File: src/rtl/awgn_channel_adder.sv
// awgn_channel_adder
//   Channel-impairment stage that follows the AWGN generator. The 1s17 noise
//   sample is scaled by a 2u16 gain, optionally gated off, and added to the
//   transmit sample with saturation back to 1s17. An on-demand meter
//   reports the mean square of the scaled noise over 2^MEAS_LOG2 strobes.
//
// Ports
//   clk, reset_n   : clock, asynchronous active-low reset
//   clk_en         : sample strobe; datapath, acc and cnt advance only on it
//   sig_in         : transmit sample, signed 1s17
//   awgn_in        : noise sample, signed 1s17
//   noise_gain     : unsigned 2u16 gain (65536 = 1.0)
//   noise_en       : 0 forces the scaled noise to zero
//   meas_start     : single-cycle request to start a power measurement
//   sig_out        : saturated sig_in + scaled noise, signed 1s17 (2-strobe latency)
//   sat_flag       : sig_out sample was clipped
//   meas_busy      : measurement in progress (ACCUM or DONE)
//   meas_done      : one-clk pulse when noise_pwr updates
//   noise_pwr      : mean square of scaled noise, unsigned 1u17, held between runs
module awgn_channel_adder #(
  parameter int DATA_WIDTH = 18,
  parameter int MEAS_LOG2  = 10
) (
  input  logic                  clk,
  input  logic                  reset_n,
  input  logic                  clk_en,
  input  logic [DATA_WIDTH-1:0] sig_in,
  input  logic [DATA_WIDTH-1:0] awgn_in,
  input  logic [DATA_WIDTH-1:0] noise_gain,
  input  logic                  noise_en,
  input  logic                  meas_start,
  output logic [DATA_WIDTH-1:0] sig_out,
  output logic                  sat_flag,
  output logic                  meas_busy,
  output logic                  meas_done,
  output logic [DATA_WIDTH-1:0] noise_pwr
);

  localparam int PROD_W = 2 * DATA_WIDTH + 1;
  localparam int SQ_W   = 2 * DATA_WIDTH;
  localparam int ACC_W  = SQ_W + MEAS_LOG2;
  // Gain has DATA_WIDTH-2 fractional bits (2u16 for 18-bit samples).
  localparam int GAIN_FRAC = DATA_WIDTH - 2;
  // acc is in units of 2^-(2*(DATA_WIDTH-1)); divide by N and rescale to 1u17.
  localparam int PWR_SHIFT = MEAS_LOG2 + DATA_WIDTH - 1;

  localparam logic signed [PROD_W-1:0] PROD_MAX =
    {{(DATA_WIDTH + 2){1'b0}}, {(DATA_WIDTH - 1){1'b1}}};
  localparam logic signed [PROD_W-1:0] PROD_MIN =
    {{(DATA_WIDTH + 2){1'b1}}, {(DATA_WIDTH - 1){1'b0}}};
  localparam logic [DATA_WIDTH-1:0] S_MAX = {1'b0, {(DATA_WIDTH - 1){1'b1}}};
  localparam logic [DATA_WIDTH-1:0] S_MIN = {1'b1, {(DATA_WIDTH - 1){1'b0}}};

  typedef enum logic [1:0] {IDLE, ACCUM, DONE} meter_state_t;

  // ---------------- Stage 1: scale, floor, saturate, gate ----------------
  logic signed [DATA_WIDTH:0]   gain_s;
  logic signed [PROD_W-1:0]     prod;
  logic signed [PROD_W-1:0]     prod_shift;
  logic        [DATA_WIDTH-1:0] noise_sat;
  logic        [DATA_WIDTH-1:0] noise_r_reg;
  logic        [DATA_WIDTH-1:0] sig_r_reg;

  assign gain_s     = $signed({1'b0, noise_gain});
  assign prod       = $signed(awgn_in) * gain_s;
  assign prod_shift = prod >>> GAIN_FRAC;   // arithmetic shift = floor

  always_comb begin
    if (prod_shift > PROD_MAX)      noise_sat = S_MAX;
    else if (prod_shift < PROD_MIN) noise_sat = S_MIN;
    else                            noise_sat = prod_shift[DATA_WIDTH-1:0];
  end

  always_ff @(posedge clk or negedge reset_n) begin
    if (!reset_n) begin
      noise_r_reg <= '0;
      sig_r_reg   <= '0;
    end else if (clk_en) begin
      noise_r_reg <= noise_en ? noise_sat : '0;
      sig_r_reg   <= sig_in;
    end
  end

  // ---------------- Stage 2: add and saturate ----------------
  logic [DATA_WIDTH:0]   sum;
  logic                  sum_ovf;
  logic [DATA_WIDTH-1:0] sig_out_reg;
  logic                  sat_flag_reg;

  assign sum     = {sig_r_reg[DATA_WIDTH-1], sig_r_reg} +
                   {noise_r_reg[DATA_WIDTH-1], noise_r_reg};
  // Overflow of the 1s17 range shows as disagreement of the top two bits.
  assign sum_ovf = sum[DATA_WIDTH] ^ sum[DATA_WIDTH-1];

  always_ff @(posedge clk or negedge reset_n) begin
    if (!reset_n) begin
      sig_out_reg  <= '0;
      sat_flag_reg <= 1'b0;
    end else if (clk_en) begin
      sig_out_reg  <= sum_ovf ? (sum[DATA_WIDTH] ? S_MIN : S_MAX)
                              : sum[DATA_WIDTH-1:0];
      sat_flag_reg <= sum_ovf;
    end
  end

  assign sig_out  = sig_out_reg;
  assign sat_flag = sat_flag_reg;

  // ---------------- Noise-power meter ----------------
  meter_state_t          state_reg, state_next;
  logic [ACC_W-1:0]      acc_reg;
  logic [MEAS_LOG2-1:0]  cnt_reg;
  logic [DATA_WIDTH-1:0] noise_pwr_reg;
  logic                  acc_clr, acc_en, pwr_load;
  logic signed [SQ_W-1:0] sq;
  logic [ACC_W-1:0]      acc_sum;
  logic [DATA_WIDTH:0]   pwr_full;

  assign sq       = $signed(noise_r_reg) * $signed(noise_r_reg);
  assign acc_sum  = acc_reg + {{MEAS_LOG2{1'b0}}, sq};
  // Load noise_pwr from the final sum so it is valid during the DONE cycle.
  assign pwr_full = acc_sum[ACC_W-1:PWR_SHIFT];

  always_comb begin
    state_next = state_reg;
    acc_clr    = 1'b0;
    acc_en     = 1'b0;
    pwr_load   = 1'b0;
    case (state_reg)
      IDLE: begin
        if (meas_start) begin
          state_next = ACCUM;
          acc_clr    = 1'b1;
        end
      end
      ACCUM: begin
        if (clk_en) begin
          acc_en = 1'b1;
          if (cnt_reg == {MEAS_LOG2{1'b1}}) begin
            state_next = DONE;
            pwr_load   = 1'b1;
          end
        end
      end
      DONE:    state_next = IDLE;
      default: state_next = IDLE;
    endcase
  end

  always_ff @(posedge clk or negedge reset_n) begin
    if (!reset_n) state_reg <= IDLE;
    else          state_reg <= state_next;
  end

  always_ff @(posedge clk or negedge reset_n) begin
    if (!reset_n) begin
      acc_reg       <= '0;
      cnt_reg       <= '0;
      noise_pwr_reg <= '0;
    end else begin
      if (acc_clr) begin
        acc_reg <= '0;
        cnt_reg <= '0;
      end else if (acc_en) begin
        acc_reg <= acc_sum;
        cnt_reg <= cnt_reg + 1'b1;
      end
      if (pwr_load)
        noise_pwr_reg <= pwr_full[DATA_WIDTH] ? {DATA_WIDTH{1'b1}}
                                              : pwr_full[DATA_WIDTH-1:0];
    end
  end

  assign meas_busy = (state_reg != IDLE);
  assign meas_done = (state_reg == DONE);
  assign noise_pwr = noise_pwr_reg;

endmodule

File: config.mk
export PLATFORM = sky130hd
export DESIGN_NAME = awgn_channel_adder
export DESIGN_NICKNAME = d
export VERILOG_FILES = /design/src/rtl/awgn_channel_adder.sv
export SDC_FILE = /design/constraint.sdc
export NUM_CORES = 2
export LEC_CHECK = 0
export CORE_AREA = 10 10 252 254
export DETAILED_ROUTE_END_ITERATION = 10
export DIE_AREA = 0 0 262 264
export HOLD_SLACK_MARGIN = 0.06
export PLACE_DENSITY_LB_ADDON = 0.25
export SKIP_LAST_GASP = 1
export SLEW_MARGIN = 20
export SYNTH_ARGS = -nofsm -noshare
export SYNTH_HDL_FRONTEND = slang
export SYNTH_SLANG_ARGS = --single-unit
File: constraint.sdc
create_clock -name clk -period 10.2 [get_ports clk]
set_clock_uncertainty 0.05 [all_clocks]
set_input_delay 1.53 -clock clk [delete_from_list [all_inputs] [get_ports clk]]
set_output_delay 1.53 -clock clk [all_outputs]
set_load 0.005 [all_outputs]
==> results by group <==
Outcome
  – Result of the run: completed

Routing
  – Via count: 22.1k
  – Vias/cell: 5.40
  – DR iter-0 viols: 1,322
  – DR WL/cell: 17.7 microns
  – Drt pass-1 iters: 5
  – DRC errors left: 0
  – Antenna-violating nets left: 0
  – WL final: 72.4 mm

STA
  – Slew at the pin with the worst max-slew slack: 1.02 ns
  – Tcrit/Tclk final: 0.927
  – Slew Viols, Final: 0
  – Hold Vio Cnt, Final: 0
  – Final setup fails: 0
  – Fin Setup TNS: 0 ns
  – Minimum clock period after layout: 9.46 ns
  – Slew HR: 0.315
  – Fmax: 0.106 GHz
  – RSZ-0062 raised after global routing: no

Global route
  – Initial antenna violation count: 1
  – GR Overflow Total: 0
  – First-pass GRT wire length: 121 mm
  – Total track usage: 0.216
  – Vias in the first global route: 23.5k
  – Largest net degree at the start of global routing: 81

Hold path
  – Worst Hold Depth: 2
  – Class of the worst hold path: reg -> reg
  – Min-delay src: acc_reg[4]
  – Hold endpoint: acc_reg[4]

CTS
  – Clock sinks: 131
  – Clock buffer depth: 2
  – Setup repair bufs after CTS: 0
  – Resize count post-CTS: 0
  – CTS HTree Levels: 4
  – CTS tree: yes
  – Reg clk slew, reported paths: 0.06 ns
  – TritonCTS buffer count: 17
  – CTS Root Cell: clkbuf_16
  – Clk_lat worst skew: 0.45 ns
  – Hold_buf cts: 0

Critical path
  – WP data required: 10.46 ns
  – Buf/Inv on CP: 5
  – Arrival time worst endpoint: 9.71 ns
  – Largest delay contributor family on the critical path: adder cells
  – Most used cell, CP: fa_1
  – Crit-path max FO: 18
  – Critical path startpoint: noise_r_reg[6]
  – R2R setup slack: 0.74 ns
  – CP peak stage delay: 0.88 ns
  – Worst Reg2Reg Path Length in Cells: 32
  – Critical Path Slowest Stage Cell: dfrtp_1
  – Crit Path Class: reg -> reg
  – Startpoint types: flop
  – Reg-to-reg startpoint: noise_r_reg[6]
  – Endpoint class of the critical path: flop
  – FF-to-FF End: noise_pwr[6]

Logic synthesis
  – Ys flop type: dfrtp_1
  – FF+latch count, synth: 131
  – Synth unique cells: 88
  – Cells after synthesis: 3,269
  – Post-Syn Area per Cell: 9.04 sq um
  – Top cells by area, synth: fa_1 38%, ha_1 12%, dfrtp_1 11%
  – Post-synth EDFFs: 0
  – Mapped Area: 29,600 sq um
  – Syn_nets: 4,172
  – Post-synth top area share: 0.375
  – Sequential area share after synthesis: 0.111
  – Most frequent cell after synthesis: inv_1
  – Dominant cell type by area after synthesis: fa_1
  – Synth warn: 0
  – Ys async rst share: 1.00
  – Commonest cells post-synth: 779 x inv_1, 554 x fa_1, 383 x nand2_1

Finish
  – Share of cells above drive strength 1: 0.0386
  – # diodes: 0
  – Layout Nets: 4,204
  – Synth-to-layout area growth: 7.66%
  – Fill cells: 5,405
  – Max FFs per register: 46

Place
  – PortBufs: 97
  – Global placer's final weighted congestion: 0.910
  – HPWL after DPL: 60.5 mm

Floorplanning
  – Starting density of the core: 0.505
  – Die area: 69,200 sq um
  – Row count: 89
  – Core Area: 58,500 sq um
  – Die H: 264 microns
  – Die width: 262 microns
  – # IOs: 98

Run
  – Max-Cap Viols: 0
==> cells by family (layout without fill, tap and decap cells) <==
| group | after synthesis | after routing | synth area share |
|---|---|---|---|
| XOR/XNOR | 124 | 124 | 0.0370 |
| AO/OA/AOI/OAI | 422 | 422 | 0.0997 |
| flip-flops | 131 | 131 | 0.111 |
| adder cells (fa/ha/maj) | 844 | 844 | 0.498 |
| AND/OR/NAND/NOR | 841 | 841 | 0.133 |
| multiplexers | 18 | 18 | 0.00686 |
| buffers and inverters | 889 | 934 | 0.114 |
==> through the flow <==
stage / area (sq um) / utilization / setup slack [ns] / cells / hold slack [ns]
final: 31800 / 0.544 / 0.742 / 4087 / 0.437
after global routing: 31800 / 0.544 / 0.171 / 4087 / 0.463
after floorplan: 29600 / - / 1.97 / 3269 / 0.405
after CTS: 31800 / 0.544 / 0.478 / 4087 / 0.443
after detailed placement: 31300 / 0.535 / 0.526 / 4055 / 0.428
after global placement: 31300 / 0.535 / 0.784 / 4055 / 0.422
==> layout by cell type (no fill, tap or decap), types with 8 or more instances in the layout <==
cell type,count
nor2b_1,11
a21o_1,40
fa_1,554
nand3_1,22
nor2_1,147
a211o_1,8
nor4_1,8
a31oi_1,11
and2_1,169
buf_4,25
a221o_1,12
inv_1,779
dfrtp_1,125
xnor2_1,87
clkbuf_16,17
nor3_1,19
or3_1,11
ha_1,290
o21a_1,15
o2bb2ai_1,15
a21oi_1,112
and3_1,14
clkdlybuf4s50_1,95
o21bai_1,15
nand4_1,14
a221o_2,8
o211ai_1,12
nand2b_1,15
a211oi_1,14
nand2_1,383
xor2_1,36
mux2_2,18
o21ai_0,81
==> worst max path at each step <==
stage / cells after the start / slack, ns / to
after floorplan: 34 / 1.97 / noise_pwr[5]
after global placement: 30 / 0.78 / noise_pwr[3]
after detailed placement: 32 / 0.53 / noise_pwr[6]
after CTS: 32 / 0.48 / noise_pwr[1]
after global routing: 30 / 0.17 / noise_pwr[6]
final: 32 / 0.74 / noise_pwr[6]
==> layout make-up <==
class / instances / area, sq um / area share
clock buffers: 19 / 433 / 0.0136
clock inverters: 13 / 125 / 0.00393
inverters: 780 / 2930 / 0.0920
multi-input cells: 2249 / 22900 / 0.720
flip-flops and latches: 131 / 3290 / 0.103
well taps: 773 / 967 / 0.0304
repair buffers: 122 / 1150 / 0.0363
==> worst register-to-register path, delay by kind of cell (launching register included) <==
kind / cells / cell delay (ns)
adder cells (fa/ha/maj): 8 / 3.55
flip-flops: 1 / 0.88
XOR/XNOR: 1 / 0.11
buffers and inverters: 5 / 0.34
AO/OA/AOI/OAI: 8 / 2.03
AND/OR/NAND/NOR: 10 / 2.37
==> per-layer routing <==
| metal | vias up | share of wire | global-route usage | wire length, microns |
|---|---|---|---|---|
| met5 | - | 0.00025 | 0 | 18 |
| met3 | 109 | 0.048 | 0.0217 | 3490 |
| met1 | 11269 | 0.42 | 0.283 | 30600 |
| li1 | 10128 | - | - | - |
| met2 | 553 | 0.51 | 0.375 | 36600 |
| met4 | 2 | 0.024 | 0.0572 | 1740 |
Power is left out: the tool's default activity adds up to more than one toggle a clock period on the data nets, which glitch-free logic cannot reach.
